**config.mk**
```make
export PLATFORM = sky130hd
export DESIGN_NAME = ahb_lite_initiator_flat
export DESIGN_NICKNAME = d
export VERILOG_FILES = /design/src/rtl/ahb_lite_initiator_if.sv /design/src/rtl/ahb_lite_initiator.sv /design/src/flat_wrapper.sv
export SDC_FILE = /design/constraint.sdc
export NUM_CORES = 1
export LEC_CHECK = 0
export BUFFER_PORTS_ARGS = -buffer_cell sky130_fd_sc_hd__buf_4
export CAP_MARGIN = 20
export CORE_MARGIN = 8
export CORE_UTILIZATION = 44
export CTS_CLUSTER_DIAMETER = 80
export DETAILED_ROUTE_END_ITERATION = 16
export GPL_ROUTABILITY_DRIVEN = 1
export PLACE_DENSITY = 0.8
export SETUP_SLACK_MARGIN = 0.02
export SLEW_MARGIN = 20
export SYNTH_ARGS = -nofsm -noshare
export SYNTH_HDL_FRONTEND = slang
export SYNTH_SLANG_ARGS = --single-unit
```
**constraint.sdc**
```tcl
create_clock -name sim_clock -period 1.69 [get_ports sim_clock]
set_clock_uncertainty 0.1 [all_clocks]
set_input_delay 0.169 -clock sim_clock [delete_from_list [all_inputs] [get_ports sim_clock]]
set_output_delay 0.169 -clock sim_clock [all_outputs]
set_load 0.01 [all_outputs]
```
**src/rtl/ahb_lite_initiator_if.sv**
```systemverilog
// Signal bundle for ahb_lite_initiator: command/response side plus the AHB-Lite bus.
// master is the initiator's view; slave is the environment (command source and AHB slave).
interface ahb_lite_initiator_if;
  logic        cmd_valid;
  logic        cmd_ready;
  logic        cmd_write;
  logic [31:0] cmd_addr;
  logic [2:0]  cmd_size;
  logic [31:0] cmd_wdata;

  logic        rsp_valid;
  logic [31:0] rsp_rdata;
  logic        rsp_err;
  logic        rsp_abort;

  logic [31:0] HADDR;
  logic [1:0]  HTRANS;
  logic        HWRITE;
  logic [2:0]  HSIZE;
  logic [2:0]  HBURST;
  logic        HMASTLOCK;
  logic [3:0]  HPROT;
  logic [31:0] HWDATA;
  logic [31:0] HRDATA;
  logic        HREADY;
  logic        HRESP;

  modport master (
    input  cmd_valid, cmd_write, cmd_addr, cmd_size, cmd_wdata,
    input  HRDATA, HREADY, HRESP,
    output cmd_ready, rsp_valid, rsp_rdata, rsp_err, rsp_abort,
    output HADDR, HTRANS, HWRITE, HSIZE, HBURST, HMASTLOCK, HPROT, HWDATA
  );

  modport slave (
    output cmd_valid, cmd_write, cmd_addr, cmd_size, cmd_wdata,
    output HRDATA, HREADY, HRESP,
    input  cmd_ready, rsp_valid, rsp_rdata, rsp_err, rsp_abort,
    input  HADDR, HTRANS, HWRITE, HSIZE, HBURST, HMASTLOCK, HPROT, HWDATA
  );
endinterface

```
**src/rtl/ahb_lite_initiator.sv**
```systemverilog
// Two-stage (address/data phase) AHB-Lite single-transfer initiator with in-order responses.
// Optional macro AHB_INIT_ALIGN_CHECK_EN: misaligned halfword/word commands are aborted instead of issued.
module ahb_lite_initiator (
  input  logic                 sim_clock,
  input  logic                 power_on_reset_n,
  ahb_lite_initiator_if.master bus
);

  localparam logic [1:0] HTRANS_IDLE   = 2'b00;
  localparam logic [1:0] HTRANS_NONSEQ = 2'b10;

  typedef enum logic [1:0] {
    ERR_OK,
    ERR_ONE,
    ERR_TWO
  } err_state_t;

  err_state_t err_state_reg, err_state_next;

  // Address-phase slot; an aborted entry rides the pipeline for ordering but never shows NONSEQ.
  logic        ap_valid_reg, ap_valid_next;
  logic        ap_abort_reg, ap_abort_next;
  logic [31:0] ap_addr_reg,  ap_addr_next;
  logic        ap_write_reg, ap_write_next;
  logic [2:0]  ap_size_reg,  ap_size_next;
  logic [31:0] ap_wdata_reg, ap_wdata_next;

  logic        dp_valid_reg, dp_valid_next;
  logic        dp_abort_reg, dp_abort_next;
  logic        dp_write_reg, dp_write_next;
  logic [31:0] dp_wdata_reg, dp_wdata_next;

  logic        rsp_valid_reg, rsp_valid_next;
  logic [31:0] rsp_rdata_reg, rsp_rdata_next;
  logic        rsp_err_reg,   rsp_err_next;
  logic        rsp_abort_reg, rsp_abort_next;

  logic        cmd_ready;
  logic        cmd_accept;
  logic        cmd_illegal;
  logic        cmd_misaligned;
  logic        cmd_reject;
  logic        ap_advance;
  logic        dp_on_bus;
  logic        dp_done;
  logic        dp_drive_wdata;
  logic [31:0] hwdata;

  assign cmd_ready   = (!ap_valid_reg || bus.HREADY) && (err_state_reg != ERR_TWO);
  assign cmd_accept  = bus.cmd_valid && cmd_ready;
  assign cmd_illegal = (bus.cmd_size > 3'd2);

`ifdef AHB_INIT_ALIGN_CHECK_EN
  assign cmd_misaligned = ((bus.cmd_size == 3'd1) && bus.cmd_addr[0]) ||
                          ((bus.cmd_size == 3'd2) && (bus.cmd_addr[1:0] != 2'b00));
`else
  assign cmd_misaligned = 1'b0;
`endif

  assign cmd_reject = cmd_illegal || cmd_misaligned;

  // An aborted data-phase entry is not on the bus, so it retires without waiting for HREADY.
  assign dp_on_bus      = dp_valid_reg && !dp_abort_reg;
  assign dp_done        = dp_valid_reg && (dp_abort_reg || bus.HREADY);
  assign ap_advance     = ap_valid_reg && bus.HREADY;
  assign dp_drive_wdata = dp_on_bus && dp_write_reg;

  always_comb begin
    err_state_next = err_state_reg;
    case (err_state_reg)
      ERR_OK: begin
        if (dp_on_bus && bus.HRESP && !bus.HREADY) begin
          err_state_next = ERR_ONE;
        end
      end
      // Leave on any HREADY so a malformed second error cycle cannot wedge the pipeline.
      ERR_ONE: begin
        if (bus.HREADY) begin
          err_state_next = ERR_TWO;
        end
      end
      ERR_TWO: begin
        err_state_next = ERR_OK;
      end
      default: begin
        err_state_next = ERR_OK;
      end
    endcase
  end

  always_comb begin
    ap_valid_next = ap_valid_reg;
    ap_abort_next = ap_abort_reg;
    ap_addr_next  = ap_addr_reg;
    ap_write_next = ap_write_reg;
    ap_size_next  = ap_size_reg;
    ap_wdata_next = ap_wdata_reg;

    if (ap_advance) begin
      ap_valid_next = 1'b0;
    end
    if (cmd_accept) begin
      ap_valid_next = 1'b1;
      ap_abort_next = cmd_reject;
      // Rejected commands leave the address-phase fields untouched so they never reach HSIZE/HADDR.
      if (!cmd_reject) begin
        ap_addr_next  = bus.cmd_addr;
        ap_write_next = bus.cmd_write;
        ap_size_next  = bus.cmd_size;
        ap_wdata_next = bus.cmd_wdata;
      end
    end
    if (err_state_next == ERR_ONE) begin
      ap_abort_next = 1'b1;
    end
  end

  always_comb begin
    dp_valid_next = dp_valid_reg;
    dp_abort_next = dp_abort_reg;
    dp_write_next = dp_write_reg;
    dp_wdata_next = dp_wdata_reg;

    if (dp_done) begin
      dp_valid_next = 1'b0;
    end
    if (ap_advance) begin
      dp_valid_next = 1'b1;
      dp_abort_next = ap_abort_reg;
      dp_write_next = ap_write_reg;
      dp_wdata_next = ap_wdata_reg;
    end
  end

  always_comb begin
    rsp_valid_next = dp_done;
    rsp_err_next   = 1'b0;
    rsp_abort_next = 1'b0;
    rsp_rdata_next = 32'h0;
    if (dp_done) begin
      rsp_abort_next = dp_abort_reg;
      rsp_err_next   = dp_abort_reg || bus.HRESP || (err_state_reg == ERR_ONE);
      if (!dp_abort_reg && !dp_write_reg && !bus.HRESP) begin
        rsp_rdata_next = bus.HRDATA;
      end
    end
  end

  always_ff @(posedge sim_clock or negedge power_on_reset_n) begin
    if (!power_on_reset_n) begin
      err_state_reg <= ERR_OK;
      ap_valid_reg  <= 1'b0;
      ap_abort_reg  <= 1'b0;
      ap_addr_reg   <= 32'h0;
      ap_write_reg  <= 1'b0;
      ap_size_reg   <= 3'd0;
      ap_wdata_reg  <= 32'h0;
      dp_valid_reg  <= 1'b0;
      dp_abort_reg  <= 1'b0;
      dp_write_reg  <= 1'b0;
      dp_wdata_reg  <= 32'h0;
      rsp_valid_reg <= 1'b0;
      rsp_rdata_reg <= 32'h0;
      rsp_err_reg   <= 1'b0;
      rsp_abort_reg <= 1'b0;
    end else begin
      err_state_reg <= err_state_next;
      ap_valid_reg  <= ap_valid_next;
      ap_abort_reg  <= ap_abort_next;
      ap_addr_reg   <= ap_addr_next;
      ap_write_reg  <= ap_write_next;
      ap_size_reg   <= ap_size_next;
      ap_wdata_reg  <= ap_wdata_next;
      dp_valid_reg  <= dp_valid_next;
      dp_abort_reg  <= dp_abort_next;
      dp_write_reg  <= dp_write_next;
      dp_wdata_reg  <= dp_wdata_next;
      rsp_valid_reg <= rsp_valid_next;
      rsp_rdata_reg <= rsp_rdata_next;
      rsp_err_reg   <= rsp_err_next;
      rsp_abort_reg <= rsp_abort_next;
    end
  end

  for (genvar gi = 0; gi < 4; gi++) begin : g_hwdata_lane
    assign hwdata[gi*8 +: 8] = dp_drive_wdata ? dp_wdata_reg[gi*8 +: 8] : 8'h00;
  end

  assign bus.cmd_ready = cmd_ready;
  assign bus.rsp_valid = rsp_valid_reg;
  assign bus.rsp_rdata = rsp_rdata_reg;
  assign bus.rsp_err   = rsp_err_reg;
  assign bus.rsp_abort = rsp_abort_reg;

  assign bus.HTRANS    = (ap_valid_reg && !ap_abort_reg) ? HTRANS_NONSEQ : HTRANS_IDLE;
  assign bus.HADDR     = ap_addr_reg;
  assign bus.HWRITE    = ap_write_reg;
  assign bus.HSIZE     = ap_size_reg;
  assign bus.HWDATA    = hwdata;
  assign bus.HBURST    = 3'b000;
  assign bus.HMASTLOCK = 1'b0;
  assign bus.HPROT     = 4'b0011;

endmodule

```
**src/flat_wrapper.sv**
```systemverilog
// flat-port wrapper written by rule: the top's interface ports become plain ports
module ahb_lite_initiator_flat 
  (sim_clock, power_on_reset_n, bus_cmd_valid, bus_cmd_write, bus_cmd_addr, bus_cmd_size, bus_cmd_wdata, bus_HRDATA, bus_HREADY, bus_HRESP, bus_cmd_ready, bus_rsp_valid, bus_rsp_rdata, bus_rsp_err, bus_rsp_abort, bus_HADDR, bus_HTRANS, bus_HWRITE, bus_HSIZE, bus_HBURST, bus_HMASTLOCK, bus_HPROT, bus_HWDATA);
  ahb_lite_initiator_if bus_i ();
  input  logic sim_clock;
  input  logic power_on_reset_n;
  input wire logic [$bits(bus_i.cmd_valid)-1:0] bus_cmd_valid;
  input wire logic [$bits(bus_i.cmd_write)-1:0] bus_cmd_write;
  input wire logic [$bits(bus_i.cmd_addr)-1:0] bus_cmd_addr;
  input wire logic [$bits(bus_i.cmd_size)-1:0] bus_cmd_size;
  input wire logic [$bits(bus_i.cmd_wdata)-1:0] bus_cmd_wdata;
  input wire logic [$bits(bus_i.HRDATA)-1:0] bus_HRDATA;
  input wire logic [$bits(bus_i.HREADY)-1:0] bus_HREADY;
  input wire logic [$bits(bus_i.HRESP)-1:0] bus_HRESP;
  output wire logic [$bits(bus_i.cmd_ready)-1:0] bus_cmd_ready;
  output wire logic [$bits(bus_i.rsp_valid)-1:0] bus_rsp_valid;
  output wire logic [$bits(bus_i.rsp_rdata)-1:0] bus_rsp_rdata;
  output wire logic [$bits(bus_i.rsp_err)-1:0] bus_rsp_err;
  output wire logic [$bits(bus_i.rsp_abort)-1:0] bus_rsp_abort;
  output wire logic [$bits(bus_i.HADDR)-1:0] bus_HADDR;
  output wire logic [$bits(bus_i.HTRANS)-1:0] bus_HTRANS;
  output wire logic [$bits(bus_i.HWRITE)-1:0] bus_HWRITE;
  output wire logic [$bits(bus_i.HSIZE)-1:0] bus_HSIZE;
  output wire logic [$bits(bus_i.HBURST)-1:0] bus_HBURST;
  output wire logic [$bits(bus_i.HMASTLOCK)-1:0] bus_HMASTLOCK;
  output wire logic [$bits(bus_i.HPROT)-1:0] bus_HPROT;
  output wire logic [$bits(bus_i.HWDATA)-1:0] bus_HWDATA;
  assign bus_i.cmd_valid = bus_cmd_valid;
  assign bus_i.cmd_write = bus_cmd_write;
  assign bus_i.cmd_addr = bus_cmd_addr;
  assign bus_i.cmd_size = bus_cmd_size;
  assign bus_i.cmd_wdata = bus_cmd_wdata;
  assign bus_i.HRDATA = bus_HRDATA;
  assign bus_i.HREADY = bus_HREADY;
  assign bus_i.HRESP = bus_HRESP;
  assign bus_cmd_ready = bus_i.cmd_ready;
  assign bus_rsp_valid = bus_i.rsp_valid;
  assign bus_rsp_rdata = bus_i.rsp_rdata;
  assign bus_rsp_err = bus_i.rsp_err;
  assign bus_rsp_abort = bus_i.rsp_abort;
  assign bus_HADDR = bus_i.HADDR;
  assign bus_HTRANS = bus_i.HTRANS;
  assign bus_HWRITE = bus_i.HWRITE;
  assign bus_HSIZE = bus_i.HSIZE;
  assign bus_HBURST = bus_i.HBURST;
  assign bus_HMASTLOCK = bus_i.HMASTLOCK;
  assign bus_HPROT = bus_i.HPROT;
  assign bus_HWDATA = bus_i.HWDATA;
  ahb_lite_initiator u_core (.sim_clock(sim_clock), .power_on_reset_n(power_on_reset_n), .bus(bus_i));
endmodule
```
==> results of run 1 <==
-- stage by stage --
stage	setup slack [ps]	power, mW	cell area, sq um
6_report	-92.0	11.2	9300
5_1_grt	-156	11.7	9300
4_1_cts	-119	11.2	9200
3_5_place_dp	-29.8	6.76	7450
3_3_place_gp	31.9	6.62	7450
2_1_floorplan	111	5.68	5620
-- power by group --
part           switching, mW  internal (mW)
clock                   1.39           2.74
combinational          0.869           1.55
sequential             0.445           4.19
total                   2.70           8.47
-- Yosys cell counts --
master	number
dfrtp_1	142
and2_1	68
mux2_2	48
mux2_4	39
mux2_1	14
buf_4	10
clkbuf_1	6
buf_2	5
buf_6	5
a31oi_1	2
conb_1	2
nand2_1	2
nand2b_1	2
nor2b_1	2
a21oi_1	1
and3_1	1
and4_4	1
inv_1	1
nand2b_4	1
nand3_1	1
nand4_1	1
nor3_1	1
nor4b_2	1
o21a_1	1
o21ai_0	1
o31a_1	1
o32ai_1	1
-- routing by layer --
layer | up-vias | GRT usage (%) | share of wire [%]
met5 | - | 0 | 0
met4 | 0 | 8.57 | 2.1
met3 | 30 | 8.23 | 7.9
met2 | 152 | 35.0 | 55
met1 | 2042 | 20.3 | 35
li1 | 1860 | - | -
-- layout make-up --
class	instances	area, sq um
Clock buffer	23	478
Clock inverter	9	181
Fill cell	776	3220
Inverter	1	3.75
Multi-Input combinational cell	198	1930
Sequential cell	142	3550
Tap cell	172	215
Timing Repair Buffer	334	2940
-- worst min-delay path by stage --
stage / end / slack [ps]
after CTS: u_core.bus.HSIZE[2]$_DFFE_PN0P_ / 130
final: u_core.ap_wdata_reg[17]$_DFFE_PN0P_ / 150
after global placement: u_core.ap_wdata_reg[17]$_DFFE_PN0P_ / 20
after floorplan: u_core.ap_abort_reg$_DFFE_PN0P_ / -230
after global routing: u_core.bus.HSIZE[1]$_DFFE_PN0P_ / 160
after detailed placement: u_core.dp_wdata_reg[17]$_DFFE_PN0P_ / 30
-- cell usage in the layout (no fill, tap or decap), drive strengths merged --
master       synthesis  final
nand4                1      1
o31a                 1      1
nand2                2      2
a31oi                2      2
nand2b               3      3
inv                  1      1
mux2               101    101
nand3                1      1
o21a                 1      1
dlygate4sd3          0    104
buf                 20    229
clkinv               0      1
and2                68     68
and3                 1      1
o32ai                1      1
conb                 2      9
nor3                 1      1
dfrtp              142    142
clkinvlp             0      3
nor2b                2      2
o21ai                1      1
a21oi                1      1
and4                 1      1
nor4b                1      1
clkbuf               6     24
bufinv               0      5
-- timing repair --
item / in CTS / in global routing
cloned: 1 / 2
resized for setup: 8 / 15
endpoints found under the hold margin: 244 / 0
hold buffers: 104 / 0
buffers inserted: 2 / 3
setup endpoints to repair: 32 / 54
pin swaps: 0 / 6
-- cells by family (layout without fill, tap and decap cells) --
family	Yosys count	after routing	share of synthesized area, %
other	2	9	0.134
DFF	142	142	63.5
AOI/OAI and AO/OA	7	7	0.850
muxes	101	101	22.9
buffers and inverters	27	367	3.26
and+or+nand+nor	81	81	9.30
==> flow_metrics.py, run 1 <==
metrics = {
    "status": {
        "status": "complete, but fails checks",
        "violations": "setup timing",
    },
    "timing": {
        "finalHoldViolCount": 0,
        "fin_crit_sh_pct": 105,
        "whs_ps": 155,
        "setup_tns_ps": -2350,
        "finalSetupViolations": 32,
        "rsz0062_at_grt": "yes",
        "finalWorstSetupSlack_ps": -92.0,
        "period_needed_ps": 1780,
        "slew_viol_final": 0,
        "timing.fmax_ghz": 0.561,
    },
    "floorplanning": {
        "io_pins": 219,
        "die_h_um": 129,
        "coreArea_sq_mm": 0.0125,
        "start_util_pct": 44.7,
        "die_w_um": 129,
        "core.rowCount": 41,
        "design.die.area_sq_mm": 0.0166,
    },
    "placement": {
        "gp_congestion": 0.744,
        "port_buffers": 209,
        "dp.final_hpwl_um": 10200,
        "place_inst": 735,
    },
    "routing": {
        "via_per_inst": 4.65,
        "wl_per_cell_um": 18.8,
        "dr_total_vias": 4084,
        "antenna_left": 0,
        "drt_iter0_markers": 161,
        "drc": 0,
        "drt-total-wl_um": 16500,
        "first_pass_iters": 4,
    },
    "synth": {
        "syn_area_sq_mm": 0.00560,
        "synth_top_area_share_pct": 63.5,
        "seq_area_frac_synth_pct": 63.5,
        "postSynthAreaPerCell_sq_um": 15.5,
        "yosysUniqueCellTypes": 27,
        "synthCells": 360,
        "ys_warn_count": 0,
        "synth_area_leaders": "dfrtp_1 64%, mux2_4 10%, mux2_2 9.7%",
        "synth.largest_area_cell": "dfrtp_1",
        "ys_seq_elements": 142,
    },
    "cts": {
        "clk_latency_ps": 410,
        "cts_buffers": 17,
        "root_buffer": "clkbuf_16",
        "cts_tree": "yes",
        "cts_htree_levels": 4,
        "cts.sinks": 142,
        "cts_buffer_depth": 2,
        "clk_pin_slew_ps": 60,
    },
    "setup_path": {
        "worstPathArrival_ps": 1510,
        "crit_chain": "inv_2 > and3_4 > buf_8 > and2_1 > buf_4",
        "slowest_stage": "dfrtp_1",
        "critPathCapture": "bus_HWDATA[15]",
        "reg2reg_slack_ps": 50,
        "cp-start-kind": "register",
        "worstReg2RegStart": "u_core.ap_valid_reg$_DFFE_PN0P_",
        "crit_start": "u_core.dp_abort_reg$_DFFE_PN0P_",
        "cp.required_ps": 1420,
        "cp.depth": 5,
        "slowest_delay_ps": 390,
        "end_kind": "output port",
        "reg2reg_depth": 4,
        "worst-path-buf-inv": 3,
        "path_delay_family": "flip-flops",
        "path_max_fanout": 14,
        "crit_type": "register to output port",
        "rr_endpoint": "u_core.bus.HADDR[5]$_DFFE_PN0P_",
    },
    "finish": {
        "drive_gt1_share_pct": 51.1,
        "nets": 799,
        "n_antenna_cell": 0,
        "fin_util_pct": 74.3,
        "stdcell_count": 879,
        "syn_to_final_growth_pct": 66.2,
    },
    "min_path": {
        "hp-class": "input pin to asynchronous set/reset pin",
    },
    "grt": {
        "grt_overflow_total": 0,
        "grt_max_degree": 45,
        "antenna_found_initial": 0,
        "grt_pass1_wl_um": 25200,
        "grt_pass1_vias": 4743,
        "grt.total_usage_pct": 19.9,
    },
    "job": {
        "drv_cap": 0,
    },
    "power_and_ir_drop": {
        "power_density_mw_per_mm2": 1200,
        "p_leak_nw": 4.54,
        "vdd_drop_max_uv": 871,
    },
}
(Power assumes the default switching activity.)
==> run 2: changes to the inputs <==
Settings changed: GPL_TIMING_DRIVEN set to 0.
==> run 2 against run 1 <==
The run still ends with setup timing left. Global-route usage increased by 0.72 points. Sequential power about the same. Non-clock buffer count increased by 28. Via count increased by 2.5%. Setup slack got worse by 7.3 ps. Die area unchanged. Largest cell class unchanged. Critical path type unchanged. Worst hold slack got worse by 21 ps. Routed wire length increased by 5.3%. Sequential cell count unchanged. Fmax decreased by 0.41%. First-iteration DRC count increased by 33%.
==> flow_metrics.py, run 2 (synthesis gave the netlist of run 1 again) <==
metrics = {
    "status": {
        "status": "complete, but fails checks",
        "violations": "setup timing",
    },
    "floorplanning": {
        "design.die.area_sq_mm": 0.0166,
        "coreArea_sq_mm": 0.0125,
        "die_h_um": 129,
        "io_pins": 219,
        "core.rowCount": 41,
        "die_w_um": 129,
        "start_util_pct": 44.7,
    },
    "routing": {
        "drt_iter0_markers": 214,
        "via_per_inst": 4.62,
        "drt-total-wl_um": 17400,
        "antenna_left": 0,
        "drc": 0,
        "wl_per_cell_um": 19.2,
        "first_pass_iters": 5,
        "dr_total_vias": 4186,
    },
    "timing": {
        "finalHoldViolCount": 0,
        "slew_viol_final": 0,
        "rsz0062_at_grt": "yes",
        "finalWorstSetupSlack_ps": -99.3,
        "finalSetupViolations": 32,
        "fin_crit_sh_pct": 106,
        "period_needed_ps": 1790,
        "timing.fmax_ghz": 0.559,
    },
    "placement": {
        "dp.final_hpwl_um": 10400,
        "gp_congestion": 0.734,
        "port_buffers": 208,
        "dp_slack_ps": -190,
    },
    "cts": {
        "root_buffer": "clkbuf_16",
        "cts.sinks": 142,
        "clk_latency_ps": 420,
        "cts_tree": "yes",
        "clk_pin_slew_ps": 60,
        "cts_buffers": 17,
        "cts_buffer_depth": 2,
        "cts_htree_levels": 4,
    },
    "grt": {
        "grt_pass1_vias": 4835,
        "grt.total_usage_pct": 20.6,
        "grt_max_degree": 86,
        "grt_overflow_total": 0,
        "antenna_found_initial": 0,
        "grt_pass1_wl_um": 26100,
    },
    "min_path": {
        "holdPathStages": 4,
        "hp-class": "input pin to register",
    },
    "setup_path": {
        "slowest_stage": "dfrtp_1",
        "reg2reg_depth": 5,
        "cp-start-kind": "register",
        "crit_type": "register to output port",
        "path_delay_family": "flip-flops",
        "cp.required_ps": 1420,
        "end_kind": "output port",
        "slowest_delay_ps": 390,
        "path_max_fanout": 10,
        "cp.depth": 5,
        "worst-path-buf-inv": 3,
        "worstPathArrival_ps": 1520,
        "crit_chain": "inv_2 > and3_4 > buf_8 > and2_1 > buf_4",
    },
    "finish": {
        "num-fill-cells": 753,
        "n_antenna_cell": 0,
        "nets": 827,
        "fin_util_pct": 77.6,
        "ff_latch_area_sq_mm": 0.00356,
        "syn_to_final_growth_pct": 73.6,
        "drive_gt1_share_pct": 54.7,
        "multi_input_area_sq_mm": 0.00199,
        "mostFrequentLayoutCell": "buf_4",
        "final_cell_mix": "221 x buf_4, 140 x dfrtp_1, 104 x dlygate4sd3_1, 53 x and2_1, 49 x mux2_4",
    },
    "power_and_ir_drop": {
        "p_leak_nw": 4.78,
        "power_density_mw_per_mm2": 1180,
        "vdd_drop_max_uv": 770,
    },
    "job": {
        "drv_cap": 0,
    },
}
[run 2: cell types whose count changed in the layout (fill, tap and decap cells not counted), moves of 2 or more]
cell | before | now
and2_1 | 62 | 53
and2_4 | 6 | 15
buf_12 | 9 | 6
buf_2 | 1 | 3
buf_4 | 209 | 221
buf_6 | 9 | 15
buf_8 | 1 | 3
clkbuf_1 | 3 | 1
clkbuf_16 | 18 | 24
clkbuf_4 | 0 | 2
clkinv_2 | 0 | 3
mux2_2 | 48 | 39
mux2_4 | 40 | 49
[run 2: final timing paths]
path | from | to | slack, ps
max reg2reg | u_core.err_state_reg[1]$_DFF_PN0_ | u_core.ap_wdata_reg[28]$_DFFE_PN0P_ | 0
min reg2reg | u_core.bus.HADDR[8]$_DFFE_PN0P_ | u_core.bus.HADDR[8]$_DFFE_PN0P_ | 390
max | u_core.dp_abort_reg$_DFFE_PN0P_ | bus_HWDATA[13] | -100
max in group asynchronous | power_on_reset_n | u_core.ap_valid_reg$_DFFE_PN0P_ | 540
min | bus_cmd_size[2] | u_core.bus.HSIZE[2]$_DFFE_PN0P_ | 130
min in group asynchronous | power_on_reset_n | u_core.ap_wdata_reg[17]$_DFFE_PN0P_ | 180
[run 2: final cells by class]
class	count	area share [%]
inverters	1	0.0386
flip-flops and latches	142	36.6
clock buffers	21	4.84
multi-input cells	198	20.5
clock inverters	11	2.16
repair buffers	336	30.6
plain buffers	26	3.04
well taps	172	2.22
[run 2: report_power, final]
| group | switching (mW) | internal (mW) | leakage, nW |
|---|---|---|---|
| sequential | 0.437 | 4.19 | 1.75 |
| clock | 1.40 | 2.88 | 0.329 |
| combinational | 0.915 | 1.67 | 2.70 |
| total | 2.76 | 8.74 | 4.78 |
[run 2: through the flow]
stage	std cells	total power, mW	hold slack [ps]	TNS [ps]	cell area [sq um]
global route	907	12.0	142	-4630	9710
finish	907	11.5	134	-2270	9710
detailed placement	748	6.73	16.6	-8130	7430
floorplan	367	5.68	-227	0	5620
global placement	747	6.59	277	-27270	7400
CTS	891	11.3	107	-3180	9340
[run 2: timing repair]
action                                  4_1_cts  5_1_grt
hold endpoints to repair                    163        0
pin swaps                                     0       11
hold buffers                                104        0
setup buffers                                 7        9
resized for setup                            35       49
cloned                                        0        7
endpoints found under the setup margin      134      122
[run 2: layer usage]
metal  GRT usage [%]  wire length, um
met4            6.91              152
met2            36.6             9660
met1            21.8             6330
met5               0                0
met3            8.15             1260
[run 2: worst register-to-register path, cell delays in order (launching register included)]
cell and delay [ps]:
dfrtp_2 440, nand2b_4 80, and4_4 320, clkbuf_16 190, buf_12 120, mux2_4 310
